==> config.mk <==
export PLATFORM = sky130hd
export DESIGN_NAME = spi_master_arbiter
export DESIGN_NICKNAME = d
export VERILOG_FILES = /design/src/rtl/spi_master_arbiter.sv
export SDC_FILE = /design/constraint.sdc
export NUM_CORES = 1
export LEC_CHECK = 0
export ABC_AREA = 1
export BUFFER_PORTS_ARGS = -buffer_cell sky130_fd_sc_hd__clkbuf_2
export CAP_MARGIN = 0
export CORE_ASPECT_RATIO = 0.7
export CORE_UTILIZATION = 43
export DETAILED_ROUTE_END_ITERATION = 8
export PLACE_DENSITY = 0.76
export SETUP_SLACK_MARGIN = 0.2
export SYNTH_ARGS = -nofsm -noshare
export SYNTH_HDL_FRONTEND = slang
export SYNTH_SLANG_ARGS = --single-unit
export TNS_END_PERCENT = 5
==> constraint.sdc <==
create_clock -name clk -period 2.4 [get_ports clk]
set_clock_uncertainty 0.1 [all_clocks]
set_input_delay 0.12 -clock clk [delete_from_list [all_inputs] [get_ports clk]]
set_output_delay 0.12 -clock clk [all_outputs]
set_load 0.01 [all_outputs]
==> src/rtl/spi_master_arbiter.sv <==
// -----------------------------------------------------------------------------
// spi_master_arbiter
//
// Shares one spi_master among NUM_REQ requesters. Requests are granted one at
// a time in round-robin order, searching upward from the last winner. Each
// transfer is sequenced through IDLE -> ISSUE -> ACTIVE -> COMPLETE, and the
// requester gets a one-cycle acknowledge carrying the read data and an error
// flag.
//
// Handshake: a requester raises rq_valid[i] with its op/data/wait and holds it
// until rq_ack[i]. The op, data and wait are captured only at the grant edge.
// rq_ack is a one-cycle one-hot pulse, and rq_rdata/rq_err are valid only
// while an rq_ack bit is high. A requester that drops rq_valid after its grant
// is still sequenced and acknowledged.
//
// Optional feature: define SPI_ARB_TIMEOUT_EN to build a watchdog counter that
// aborts a transfer stuck in ISSUE/ACTIVE after TIMEOUT_CYCLES clocks. Without
// it the arbiter waits for done indefinitely.
//
// Ports:
//   clk, rst              clock, asynchronous active-high reset
//   rq_valid[NUM_REQ]     per-requester request
//   rq_op[2*NUM_REQ]      op per requester: 01 TX, 10 RX, 11 duplex, 00 illegal
//   rq_data, rq_wait      TX word and wait_duration per requester
//   rq_ack, rq_rdata,     completion pulse (one-hot), read word, error flag
//   rq_err
//   busy                  high from the grant edge through the ack cycle
//   m_req, m_din, m_wait  to the master's req / din / wait_duration
//   m_dout, m_done_tx,    from the master
//   m_done_rx, m_cs
//   dbg_state             current FSM state (IDLE=0 ISSUE=1 ACTIVE=2 COMPLETE=3)
// -----------------------------------------------------------------------------
module spi_master_arbiter #(
  parameter int          NUM_REQ        = 4,
  parameter int          SPI_TRF_BIT    = 12,
  parameter logic [15:0] TIMEOUT_CYCLES = 16'd4096
) (
  input  logic                           clk,
  input  logic                           rst,
  input  logic [NUM_REQ-1:0]             rq_valid,
  input  logic [2*NUM_REQ-1:0]           rq_op,
  input  logic [SPI_TRF_BIT*NUM_REQ-1:0] rq_data,
  input  logic [8*NUM_REQ-1:0]           rq_wait,
  output logic [NUM_REQ-1:0]             rq_ack,
  output logic [SPI_TRF_BIT-1:0]         rq_rdata,
  output logic                           rq_err,
  output logic                           busy,
  output logic [1:0]                     m_req,
  output logic [SPI_TRF_BIT-1:0]         m_din,
  output logic [7:0]                     m_wait,
  input  logic [SPI_TRF_BIT-1:0]         m_dout,
  input  logic                           m_done_tx,
  input  logic                           m_done_rx,
  input  logic                           m_cs,
  output logic [1:0]                     dbg_state
);

  localparam int IW = $clog2(NUM_REQ);

  typedef enum logic [1:0] {
    S_IDLE     = 2'd0,
    S_ISSUE    = 2'd1,
    S_ACTIVE   = 2'd2,
    S_COMPLETE = 2'd3
  } state_t;

  state_t                 state, state_n;
  logic [IW-1:0]          last_grant, last_grant_n;
  logic [IW-1:0]          win, win_n;
  logic [1:0]             op_q, op_n;
  logic                   tx_seen, tx_seen_n;
  logic                   rx_seen, rx_seen_n;
  logic [SPI_TRF_BIT-1:0] rx_word, rx_word_n;

  logic [NUM_REQ-1:0]     rq_ack_n;
  logic [SPI_TRF_BIT-1:0] rq_rdata_n;
  logic                   rq_err_n;
  logic                   busy_n;
  logic [1:0]             m_req_n;
  logic [SPI_TRF_BIT-1:0] m_din_n;
  logic [7:0]             m_wait_n;

  // Round-robin pick: first valid requester at or after last_grant+1, wrapping.
  logic                   rr_found;
  logic [IW-1:0]          rr_idx;
  logic [IW-1:0]          rr_cidx;
  int                     rr_cand;
  logic [1:0]             rr_op;
  logic [SPI_TRF_BIT-1:0] rr_data;
  logic [7:0]             rr_wait;

  always_comb begin
    rr_found = 1'b0;
    rr_idx   = '0;
    rr_cand  = 0;
    rr_cidx  = '0;
    for (int i = 0; i < NUM_REQ; i++) begin
      rr_cand = (int'(last_grant) + i + 1) % NUM_REQ;
      rr_cidx = rr_cand[IW-1:0];
      if (!rr_found && rq_valid[rr_cidx]) begin
        rr_found = 1'b1;
        rr_idx   = rr_cidx;
      end
    end
    rr_op   = rq_op[{rr_idx, 1'b0} +: 2];
    rr_data = rq_data[rr_idx*SPI_TRF_BIT +: SPI_TRF_BIT];
    rr_wait = rq_wait[{rr_idx, 3'b000} +: 8];
  end

  // Watchdog: counts clocks spent in ISSUE/ACTIVE for the current grant.
  logic tmo_hit;
`ifdef SPI_ARB_TIMEOUT_EN
  logic [15:0] tmo_cnt;

  always_ff @(posedge clk or posedge rst) begin
    if (rst) begin
      tmo_cnt <= '0;
    end else if (state == S_ISSUE || state == S_ACTIVE) begin
      tmo_cnt <= tmo_cnt + 16'd1;
    end else begin
      tmo_cnt <= '0;
    end
  end

  assign tmo_hit = (state == S_ISSUE || state == S_ACTIVE) &&
                   ((tmo_cnt + 16'd1) >= TIMEOUT_CYCLES);
`else
  assign tmo_hit = 1'b0;
`endif

  // Completion test: the current done pulses count together with the sticky
  // flags, so a duplex op finishes on whichever done arrives last.
  logic tx_ok, rx_ok, op_done;

  always_comb begin
    state_n      = state;
    last_grant_n = last_grant;
    win_n        = win;
    op_n         = op_q;
    tx_seen_n    = tx_seen;
    rx_seen_n    = rx_seen;
    rx_word_n    = rx_word;
    m_req_n      = m_req;
    m_din_n      = m_din;
    m_wait_n     = m_wait;
    busy_n       = busy;
    rq_ack_n     = '0;
    rq_rdata_n   = '0;
    rq_err_n     = 1'b0;
    tx_ok        = tx_seen | m_done_tx;
    rx_ok        = rx_seen | m_done_rx;
    op_done      = (!op_q[0] || tx_ok) && (!op_q[1] || rx_ok);

    case (state)
      S_IDLE: begin
        m_req_n = 2'b00;
        if (m_cs && rr_found) begin
          win_n     = rr_idx;
          op_n      = rr_op;
          tx_seen_n = 1'b0;
          rx_seen_n = 1'b0;
          rx_word_n = '0;
          busy_n    = 1'b1;
          if (rr_op == 2'b00) begin
            // Illegal op: acknowledge with error, never touch the master.
            state_n          = S_COMPLETE;
            rq_ack_n[rr_idx] = 1'b1;
            rq_err_n         = 1'b1;
          end else begin
            state_n  = S_ISSUE;
            m_req_n  = rr_op;
            m_din_n  = rr_data;
            m_wait_n = rr_wait;
          end
        end
      end

      S_ISSUE: begin
        if (tmo_hit) begin
          m_req_n       = 2'b00;
          state_n       = S_COMPLETE;
          rq_ack_n[win] = 1'b1;
          rq_err_n      = 1'b1;
        end else if (!m_cs) begin
          // The master has taken the request; drop it so it is not repeated.
          m_req_n = 2'b00;
          state_n = S_ACTIVE;
        end
      end

      S_ACTIVE: begin
        tx_seen_n = tx_ok;
        rx_seen_n = rx_ok;
        if (m_done_rx) begin
          rx_word_n = m_dout;
        end
        if (op_done) begin
          state_n       = S_COMPLETE;
          rq_ack_n[win] = 1'b1;
          if (op_q[1]) begin
            rq_rdata_n = m_done_rx ? m_dout : rx_word;
          end
        end else if (tmo_hit) begin
          state_n       = S_COMPLETE;
          rq_ack_n[win] = 1'b1;
          rq_err_n      = 1'b1;
        end
      end

      S_COMPLETE: begin
        // rq_ack is high during this state; close out and rearm.
        last_grant_n = win;
        tx_seen_n    = 1'b0;
        rx_seen_n    = 1'b0;
        busy_n       = 1'b0;
        state_n      = S_IDLE;
      end

      default: begin
        state_n = S_IDLE;
      end
    endcase
  end

  always_ff @(posedge clk or posedge rst) begin
    if (rst) begin
      state      <= S_IDLE;
      last_grant <= IW'(NUM_REQ - 1);
      win        <= '0;
      op_q       <= 2'b00;
      tx_seen    <= 1'b0;
      rx_seen    <= 1'b0;
      rx_word    <= '0;
      rq_ack     <= '0;
      rq_rdata   <= '0;
      rq_err     <= 1'b0;
      busy       <= 1'b0;
      m_req      <= 2'b00;
      m_din      <= '0;
      m_wait     <= '0;
    end else begin
      state      <= state_n;
      last_grant <= last_grant_n;
      win        <= win_n;
      op_q       <= op_n;
      tx_seen    <= tx_seen_n;
      rx_seen    <= rx_seen_n;
      rx_word    <= rx_word_n;
      rq_ack     <= rq_ack_n;
      rq_rdata   <= rq_rdata_n;
      rq_err     <= rq_err_n;
      busy       <= busy_n;
      m_req      <= m_req_n;
      m_din      <= m_din_n;
      m_wait     <= m_wait_n;
    end
  end

  assign dbg_state = state;

endmodule

==> results of run 1 <==
-- sequential cells by signal, summed over array words and instances, names as in the netlist, 4 cells and up --
signal and flops:
m_din 12, m_wait 8, rq_ack 4, rx_word 12, rq_rdata 12
-- power by group --
group          internal [uW]  total (uW)  switching (uW)
registers               1430        1670             232
logic                   2240        5630            3390
clock network            731        1200             468
-- final cells by class --
class                   instances  area, sq um  area share
repair buffers                185         1140       0.223
well taps                     101          126      0.0247
inverters                      21         81.3      0.0159
multi-input cells             384         1930       0.378
flip-flops and latches         62         1550       0.304
clock buffers                  12          246      0.0482
clock inverters                 4         31.3     0.00612
-- worst max-delay path, stage by stage (launching register included) --
cell,delay [ps]
dfstp_2,610
inv_4,80
nand2_2,100
nand2_4,80
nand2_4,100
nand2_4,70
nor2_4,120
nand2_1,80
nor2_2,160
nor2_4,80
buf_4,140
nor2_4,190
buf_6,170
nand2_2,40
nand4_1,90
nand2_1,70
nand2_1,70
-- cells in the mapped netlist --
cell / instances
nand2_2: 9
nor2_1: 51
o211ai_1: 1
inv_4: 1
nand3_1: 40
buf_6: 4
dfstp_2: 2
ha_1: 4
o21ai_0: 29
o21ai_2: 1
clkbuf_1: 6
nand2_1: 208
inv_1: 18
o22ai_1: 2
nor2_2: 2
buf_4: 4
nand4_1: 25
inv_2: 2
buf_2: 9
o21a_1: 1
dfrtp_1: 60
nor2_4: 1
nand3_2: 3
nand2_4: 1
a2bb2oi_1: 1
o31ai_1: 2
a21boi_1: 1
a21oi_1: 1
a22o_1: 1
-- path summary, 6_finish.rpt --
check | from | to | slack (ps) | depth (start not counted)
min in group asynchronous | rst | rq_rdata[1]$_DFF_PP0_ | 340 | 3
min | m_dout[1] | rq_rdata[1]$_DFF_PP0_ | 4 | 3
max in group asynchronous | rst | last_grant[0]$_DFFE_PP1P_ | 1190 | 4
max | last_grant[0]$_DFFE_PP1P_ | m_din[9]$_DFFE_PP0P_ | -30 | 16
max reg2reg | last_grant[0]$_DFFE_PP1P_ | m_din[9]$_DFFE_PP0P_ | -30 | 16
min reg2reg | rx_word[10]$_DFFE_PP0P_ | rx_word[10]$_DFFE_PP0P_ | 380 | 2
-- repair_timing --
item | 4_1_cts | 5_1_grt
setup buffers | 12 | 2
hold buffers | 4 | 0
pin swaps | 26 | 7
gates resized for setup | 57 | 18
endpoints found under the setup margin | 40 | 48
endpoints found under the hold margin | 33 | 0
gates cloned | 3 | 0
-- stage by stage --
step                      hold WS [ps]  utilization  setup slack, ps
after global placement             140        0.555            -19.0
after CTS                        0.969        0.640             68.6
after global routing              16.6        0.650             -147
after floorplan                    218            -              207
after detailed placement           156        0.555             -123
final                             3.84        0.650            -31.2
-- cell families after synthesis --
group                    after synthesis
buffers and inverters                 44
adder cells (fa/ha/maj)                4
AO/OA/AOI/OAI                         40
AND/OR/NAND/NOR                      340
flip-flops                            62
-- metal layers --
layer  vias up  global-route usage  routed length (um)
met5         -                   0                   0
met4         0              0.0893                 244
met3        27              0.0664                 769
met2       158               0.409                4940
met1      1789               0.317                4810
li1       1941                   -                   -
-- placed cells by master (no fill, tap or decap), drive strengths merged --
| master | instances |
|---|---|
| dfrtp | 60 |
| a2bb2oi | 1 |
| clkinvlp | 3 |
| clkbuf | 162 |
| buf | 31 |
| nor2 | 54 |
| dfstp | 2 |
| nand2 | 218 |
| ha | 4 |
| inv | 22 |
| a21oi | 1 |
| nand3 | 43 |
| o211ai | 1 |
| nand4 | 25 |
| o22ai | 2 |
| a21boi | 1 |
| o21ai | 30 |
| o21a | 1 |
| dlygate4sd3 | 4 |
| o31ai | 2 |
| a22o | 1 |
==> impl_metrics.tcl, run 1 <==
set metrics [dict create \
    p_total_uw 8500 \
    yosys.area_share.simple 0.414 \
    coreArea_sq_um 7870 \
    grt_usage 0.250 \
    synth_top_family_by_area "simple AND/OR/NAND/NOR gates" \
    drt_iter0_drc 194 \
    synthCells 490 \
    antenna_found_initial 0 \
    power-per-cell-area_nw_per_um2 1660 \
    synth_compound_area_frac 0.0646 \
    std_cell_rows 27 \
    io_pins 151 \
    max_freq_ghz 0.411 \
    grt_pass1_vias 3612 \
    muxShareOfSynthArea 0 \
    fillers 682 \
    peakVddDrop_mv 0.751 \
    synth.top_cells.by_area "dfrtp_1 43%, nand2_1 22%, nand3_1 5.7%" \
    grt_start_max_net_pins 33 \
    final_cell_area_sq_um 5110 \
    ant_nets 0 \
    gp_congestion 0.953 \
    syn_area_per_cell_sq_um 7.15 \
    tns_ps -163 \
    start_kind "flip-flop" \
    path_max_fanout 9 \
    post_dp_cell_area_sq_um 4370 \
    via_per_inst 5.09 \
    ys_seq_area_frac 0.443 \
    min_period_over_period 1.01 \
    maxCapViolations 0 \
    drc 0 \
    setup_violations 9 \
    rsz0062_at_grt "true" \
    diodes 0 \
    die_y_um 77.5 \
    fin_cells 769 \
    fin_nets 776 \
    grt_overflow_total 0 \
    cts.sink_count 62 \
    p_leak_uw 0.00277 \
    post_drt_wl_per_cell_um 14.0 \
    start_util 0.445 \
    clk_path_buf_depth 2 \
    vias 3915 \
    outcome "finished with violations" \
    ys_types 29 \
    crit_type "reg2reg" \
    cts_made_buffers 9 \
    setup_slack_ps -31.2 \
    htreeDepth 3 \
    finalHoldViolCount 0 \
    tritoncts "built" \
    areaGrowthSynthToFinish_pct 45.9 \
    cp.required_ps 2560 \
    yosysTopAreaCell "dfrtp_1" \
    insertion_delay_ps 320 \
    synth_top_area_frac 0.428 \
    drt-total-wl_um 10800 \
    path_clk_slew_ps 60 \
    cts_root_buf "clkbuf_16" \
    die_w_um 110 \
    syn_nets 603 \
    slew_headroom 0.551 \
    dpl.hpwl_um 7770 \
    maxSlewViolCount 0 \
    drive_gt1_frac 0.373 \
    cp_data_arrival_time_ps 2590 \
    fin_crit_ps 2430 \
    synth-xor-area-share 0 \
    syn_area_sq_um 3500 \
    die_area_sq_um 8520 \
    drt_pass1_iterations 5 \
    dp_cells 732 \
    critPathCaptureType "flip-flop" \
    grt_pass1_wl_um 16400 \
    hp-class "in2reg" \
    portBuffers 150 \
    worst_slew_pin_slew_ps 672 \
    ys_ff_latch 62 \
    synth_fa_ha_area_frac 0.0143 \
    violations "setup timing" \
    synth_warnings 0 \
]
Note: power is estimated with default switching activity, not from simulation.
==> run 2: changes to the inputs <==
--- a/config.mk
+++ b/config.mk
@@ -9,9 +9,10 @@
 export BUFFER_PORTS_ARGS = -buffer_cell sky130_fd_sc_hd__clkbuf_2
 export CAP_MARGIN = 0
 export CORE_ASPECT_RATIO = 0.7
+export CORE_MARGIN = 5
 export CORE_UTILIZATION = 43
 export DETAILED_ROUTE_END_ITERATION = 8
-export PLACE_DENSITY = 0.76
+export PLACE_DENSITY = 0.75
 export SETUP_SLACK_MARGIN = 0.2
 export SYNTH_ARGS = -nofsm -noshare
 export SYNTH_HDL_FRONTEND = slang
==> impl_metrics.tcl, run 2 (synthesis gave the netlist of run 1 again) <==
set metrics [dict create \
    outcome "finished with violations" \
    violations "setup timing" \
    fin_util 0.656 \
    htreeDepth 3 \
    diodes 0 \
    std_cell_rows 27 \
    final_cell_area_sq_um 5180 \
    gp_congestion 0.843 \
    path_clk_slew_ps 50 \
    finalHoldViolCount 0 \
    slew_headroom 0.554 \
    antenna_found_initial 0 \
    min_period_over_period 1.02 \
    cp_data_arrival_time_ps 2570 \
    grt_pass1_wl_um 18100 \
    clk_path_buf_depth 2 \
    crit_cells 16 \
    grt_pass1_vias 3843 \
    gr-usage-met2 0.358 \
    grt_overflow_total 0 \
    crit_start "last_grant[0]$_DFFE_PP1P_" \
    post_drt_wl_per_cell_um 15.2 \
    ff2ff_path_depth 16 \
    switchingPower_uw 4070 \
    final_common_cell "nand2_1" \
    path_max_fanout 7 \
    path_cells "clkinv_4 -> nand2_2 -> nand2_2 -> nand2_2 -> nand2_4 -> nor2_4 -> nand3_4 -> nand2_4 -> nand2_2 -> nand2_1 -> nand2_1 -> nand2_2 -> nand2_8 -> clkbuf_16 -> nand3_2 -> nand2_1" \
    via_per_inst 5.23 \
    drt_pass1_iterations 5 \
    cp_num_buf_inv 2 \
    seq_power_share 0.200 \
    hp-class "in2reg" \
    vias 4021 \
    pwr-share-comb 0.642 \
    p_int_uw 4340 \
    start_util 0.443 \
    maxSlewViolCount 0 \
    insertion_delay_ps 330 \
    grtUsageMet1 0.275 \
    path_common_cell "nand2_2" \
    rsz0062_at_grt "true" \
    maxCapViolations 0 \
    ant_nets 0 \
    fin_crit_ps 2450 \
    max_freq_ghz 0.407 \
    areaGrowthSynthToFinish_pct 47.9 \
    power-per-cell-area_nw_per_um2 1620 \
    dpl.hpwl_um 8180 \
    swShare 0.484 \
    reg_top3 "m_din: 12 flops, rq_rdata: 12 flops, rx_word: 12 flops" \
    critPathCaptureType "flip-flop" \
    top_usage_layer "met2" \
    crit_type "reg2reg" \
    fin_nets 776 \
    r2r_slack_ps -50 \
    io_pins 151 \
    grt_start_max_net_pins 34 \
    tritoncts "built" \
    cts.sink_count 62 \
    slowest_stage "dfstp_2" \
    clkPwrFrac 0.158 \
    r2r-end "m_din[6]$_DFFE_PP0P_" \
    drive_gt1_frac 0.382 \
    path_delay_family "simple AND/OR/NAND/NOR gates" \
    coreArea_sq_um 7910 \
    post_dp_cell_area_sq_um 4380 \
    p_leak_uw 0.00281 \
    setup_slack_ps -54.5 \
    cp.required_ps 2510 \
    drc 0 \
    cpPeakStageDelay_ps 610 \
    cts_made_buffers 9 \
    drt_iter0_drc 246 \
    peakVddDrop_mv 1.11 \
    cts_root_buf "clkbuf_16" \
    die_area_sq_um 10100 \
    setup.worst_path.end "m_din[6]$_DFFE_PP0P_" \
    portBuffers 150 \
    fillers 671 \
    drt-total-wl_um 11700 \
    setup_violations 22 \
    die_y_um 85.5 \
    grt_usage 0.215 \
    grtUsageMet3 0.0705 \
    hold_path_depth 5 \
    final_cell_mix "190 x nand2_1, 150 x clkbuf_2, 60 x dfrtp_1" \
    reg2reg_from "last_grant[0]$_DFFE_PP1P_" \
    start_kind "flip-flop" \
    die_w_um 118 \
    worst_slew_pin_slew_ps 667 \
]
[run 2: changes by cell type in the layout (fill, tap and decap cells not counted), moves of 3 or more]
cell	previous run	this run
nand3_1	40	29
nand2_1	186	190
nand2_2	23	17
o21ai_1	4	0
dlygate4sd3_1	4	8
nor2_2	2	5
nand2_4	6	9
buf_6	9	4
nand3_2	1	12
o21ai_0	25	29
[run 2: power by group through the flow]
stage               Sequential [uW]  Combinational [uW]  Clock, uW
floorplan                      1740                3010          0
global placement               1670                4260          0
detailed placement             1680                4370          0
CTS                            1670                4690       1350
global route                   1720                5920       1400
finish                         1680                5400       1330
[run 2: how the worst min path moves through the flow]
stage	end	start	slack, ps
floorplan	rq_rdata[0]$_DFF_PP0_	m_dout[0]	220
global placement	rq_rdata[3]$_DFF_PP0_	rst	130
detailed placement	rq_rdata[3]$_DFF_PP0_	rst	140
CTS	m_din[0]$_DFFE_PP0P_	rq_data[24]	0.5
global route	m_wait[1]$_DFFE_PP0P_	rq_wait[1]	20
finish	m_din[1]$_DFFE_PP0P_	rq_data[25]	5
[run 2: what timing repair did]
| item | 4_1_cts | 5_1_grt |
|---|---|---|
| endpoints found under the hold margin | 36 | 0 |
| hold buffers | 8 | 0 |
| cloned | 0 | 3 |
| pin swaps | 5 | 25 |
| setup buffers | 4 | 5 |
| resized for setup | 21 | 48 |
| endpoints found under the setup margin | 30 | 48 |
[run 2: worst register-to-register path, cell delays in order (launching register included)]
cell and delay (ps):
dfstp_2 610, clkinv_4 130, nand2_2 100, nand2_2 80
nand2_2 100, nand2_4 80, nor2_4 170, nand3_4 150
nand2_4 120, nand2_2 50, nand2_1 60, nand2_1 70
nand2_2 130, nand2_8 100, clkbuf_16 180, nand3_2 70
nand2_1 60
[run 2: cell type report]
cell class / instances / area, sq um / share of cell area
Sequential cell: 62 / 1550 / 0.300
Timing Repair Buffer: 185 / 1150 / 0.221
Multi-Input combinational cell: 384 / 1960 / 0.379
Clock inverter: 6 / 68.8 / 0.0133
Clock buffer: 10 / 239 / 0.0461
Inverter: 21 / 86.3 / 0.0167
Tap cell: 101 / 126 / 0.0244
[run 2: through the flow]
| stage | setup TNS (ps) | hold slack (ps) | worst slack (ps) | power, uW | std cells |
|---|---|---|---|---|---|
| after floorplan | 0 | 218 | 207 | 4750 | 490 |
| after global placement | 0 | 126 | 49.0 | 5930 | 733 |
| after detailed placement | -1270 | 138 | -83.2 | 6050 | 733 |
| after CTS | 0 | 0.548 | 82.0 | 7700 | 761 |
| after global routing | -5140 | 16.4 | -187 | 9040 | 769 |
| final | -785 | 5.44 | -54.5 | 8410 | 769 |
[run 2: per-layer routing]
metal,share of wire,vias up
met5,0,-
met4,0.026,0
met3,0.091,34
met2,0.47,212
met1,0.41,1837
li1,-,1938
==> run 3: changes to the inputs <==
--- a/config.mk
+++ b/config.mk
@@ -17,4 +17,3 @@
 export SYNTH_ARGS = -nofsm -noshare
 export SYNTH_HDL_FRONTEND = slang
 export SYNTH_SLANG_ARGS = --single-unit
-export TNS_END_PERCENT = 5
==> impl_metrics.tcl, run 3 (synthesis gave the netlist of run 1 again) <==
set metrics [dict create \
    outcome "finished with violations" \
    violations "setup timing" \
    grt_start_max_net_pins 34 \
    path_clk_slew_ps 60 \
    seq_power_share 0.192 \
    swShare 0.481 \
    path_cells "clkinv_4 -> nand2_4 -> nand2_4 -> nand2_2 -> nand2_4 -> nor2_4 -> nand3_4 -> nand2_4 -> nand2_1 -> nand2_1 -> nand2_1 -> nand2_2 -> nand2_4 -> clkbuf_16 -> nand3_1 -> nand2_1" \
    diodes 0 \
    hold_path_depth 5 \
    p_leak_uw 0.00287 \
    final_cell_mix "180 x nand2_1, 150 x clkbuf_2, 60 x dfrtp_1" \
    final_common_cell "nand2_1" \
    fin_nets 786 \
    switchingPower_uw 4190 \
    vias 4136 \
    fin_util 0.670 \
    seq_area_sq_um 1550 \
    start_kind "flip-flop" \
    cpPeakStageDelay_ps 600 \
    dpl.hpwl_um 8180 \
    p_total_uw 8720 \
    gp_congestion 0.843 \
    drt-total-wl_um 12200 \
    drive_gt1_frac 0.394 \
    r2r_slack_ps -60 \
    slew_headroom 0.549 \
    post_drt_wl_per_cell_um 15.6 \
    critPathCaptureType "flip-flop" \
    ant_nets 0 \
    worst_slew_pin_slew_ps 675 \
    cts_made_buffers 9 \
    ff2ff_path_depth 16 \
    fin_crit_ps 2460 \
    path_max_fanout 10 \
    hold_start "rq_wait[16]" \
    die_w_um 118 \
    insertion_delay_ps 330 \
    cp_num_buf_inv 2 \
    fin_cells 779 \
    min_period_over_period 1.03 \
    rsz0062_at_grt "true" \
    maxSlewViolCount 0 \
    grt_overflow_total 0 \
    grt_usage 0.218 \
    std_cell_rows 27 \
    clk_path_buf_depth 2 \
    start_util 0.443 \
    hp-class "in2reg" \
    path_common_cell "nand2_4" \
    setup_violations 21 \
    cp_data_arrival_time_ps 2580 \
    hold_path_end "m_wait[0]$_DFFE_PP0P_" \
    setup_slack_ps -62.1 \
    peakVddDrop_mv 1.17 \
    coreArea_sq_um 7910 \
    reg_top3 "m_din: 12 flops, rq_rdata: 12 flops, rx_word: 12 flops" \
    maxCapViolations 0 \
    drt_pass1_iterations 5 \
    die_y_um 85.5 \
    finalHoldViolCount 0 \
    power-per-cell-area_nw_per_um2 1650 \
    portBuffers 150 \
    pwr-share-comb 0.654 \
    via_per_inst 5.31 \
    areaGrowthSynthToFinish_pct 51.1 \
    crit_type "reg2reg" \
    antenna_found_initial 0 \
    drt_iter0_drc 270 \
    tns_ps -788 \
    path_delay_family "simple AND/OR/NAND/NOR gates" \
    dp_cells 733 \
    r2r-end "m_wait[1]$_DFFE_PP0P_" \
    slowest_stage "dfstp_2" \
    htreeDepth 3 \
    p_int_uw 4530 \
    io_pins 151 \
    tritoncts "built" \
    fillers 639 \
    grt_pass1_wl_um 18300 \
    post_dp_cell_area_sq_um 4380 \
    reg2reg_from "last_grant[0]$_DFFE_PP1P_" \
    die_area_sq_um 10100 \
    clkPwrFrac 0.154 \
    cp.required_ps 2520 \
    cts.sink_count 62 \
    grt_pass1_vias 3869 \
    cts_root_buf "clkbuf_16" \
    max_freq_ghz 0.406 \
    multi_input_area_sq_um 1970 \
    drc 0 \
    final_cell_area_sq_um 5300 \
]
[run 3: cell types whose count changed in the layout (fill, tap and decap cells not counted), moves of 2 or more]
cell and delta:
nand2_1 -10, nand3_1 +10, nand3_2 -9, buf_4 +6, nand2_2 +6, nand2_4 +5, clkbuf_16 +2, inv_1 -2
inv_2 +2
[run 3: routing by layer]
| metal | wire length (um) | global-route usage | vias to the layer above |
|---|---|---|---|
| met2 | 5860 | 0.360 | 206 |
| met1 | 5010 | 0.281 | 1935 |
| met3 | 1020 | 0.0699 | 32 |
| li1 | - | - | 1963 |
| met4 | 297 | 0.0542 | 0 |
| met5 | 0 | 0 | - |
[run 3: timing repair]
item / CTS / global route
pin swaps: 7 / 5
hold endpoints to repair: 36 / 0
buffers inserted: 5 / 11
gates resized for setup: 30 / 50
endpoints found under the setup margin: 30 / 48
hold buffers: 8 / 0
gates cloned: 0 / 6
[run 3: power by group through the flow]
| stage | Clock, uW | Combinational, uW | Sequential [uW] |
|---|---|---|---|
| 5_1_grt | 1400 | 6230 | 1720 |
| 3_5_place_dp | 0 | 4370 | 1680 |
| 4_1_cts | 1350 | 4770 | 1670 |
| 2_1_floorplan | 0 | 3010 | 1740 |
| 6_report | 1340 | 5710 | 1680 |
| 3_3_place_gp | 0 | 4260 | 1670 |
[run 3: worst max path at each step]
| stage | slack (ps) | cells after the start | from | to |
|---|---|---|---|---|
| 4_1_cts | 100 | 18 | last_grant[0]$_DFFE_PP1P_ | m_din[6]$_DFFE_PP0P_ |
| 3_3_place_gp | 50 | 13 | last_grant[0]$_DFFE_PP1P_ | m_wait[2]$_DFFE_PP0P_ |
| 2_1_floorplan | 210 | 18 | last_grant[0]$_DFFE_PP1P_ | m_din[0]$_DFFE_PP0P_ |
| 6_report | -60 | 16 | last_grant[0]$_DFFE_PP1P_ | m_wait[1]$_DFFE_PP0P_ |
| 3_5_place_dp | -80 | 16 | last_grant[0]$_DFFE_PP1P_ | m_din[3]$_DFFE_PP0P_ |
| 5_1_grt | -170 | 16 | last_grant[0]$_DFFE_PP1P_ | m_wait[1]$_DFFE_PP0P_ |
[run 3: through the flow]
step           hold WS (ps)  setup slack, ps
3_5_place_dp            138            -83.2
6_report               1.79            -62.1
4_1_cts               0.548              102
5_1_grt                25.7             -168
2_1_floorplan           218              207
3_3_place_gp            126             49.0
[run 3: worst min-delay path: stages]
cell,delay [ps]
clkbuf_2,80
nand2_1,40
nand4_1,60
nand2_1,50
nand2_1,50
[run 3: layout make-up]
cell class	instances	share of cell area
multi-input cells	385	0.372
flip-flops and latches	62	0.293
repair buffers	194	0.237
clock buffers	10	0.0451
well taps	101	0.0239
inverters	21	0.0163
clock inverters	6	0.0130
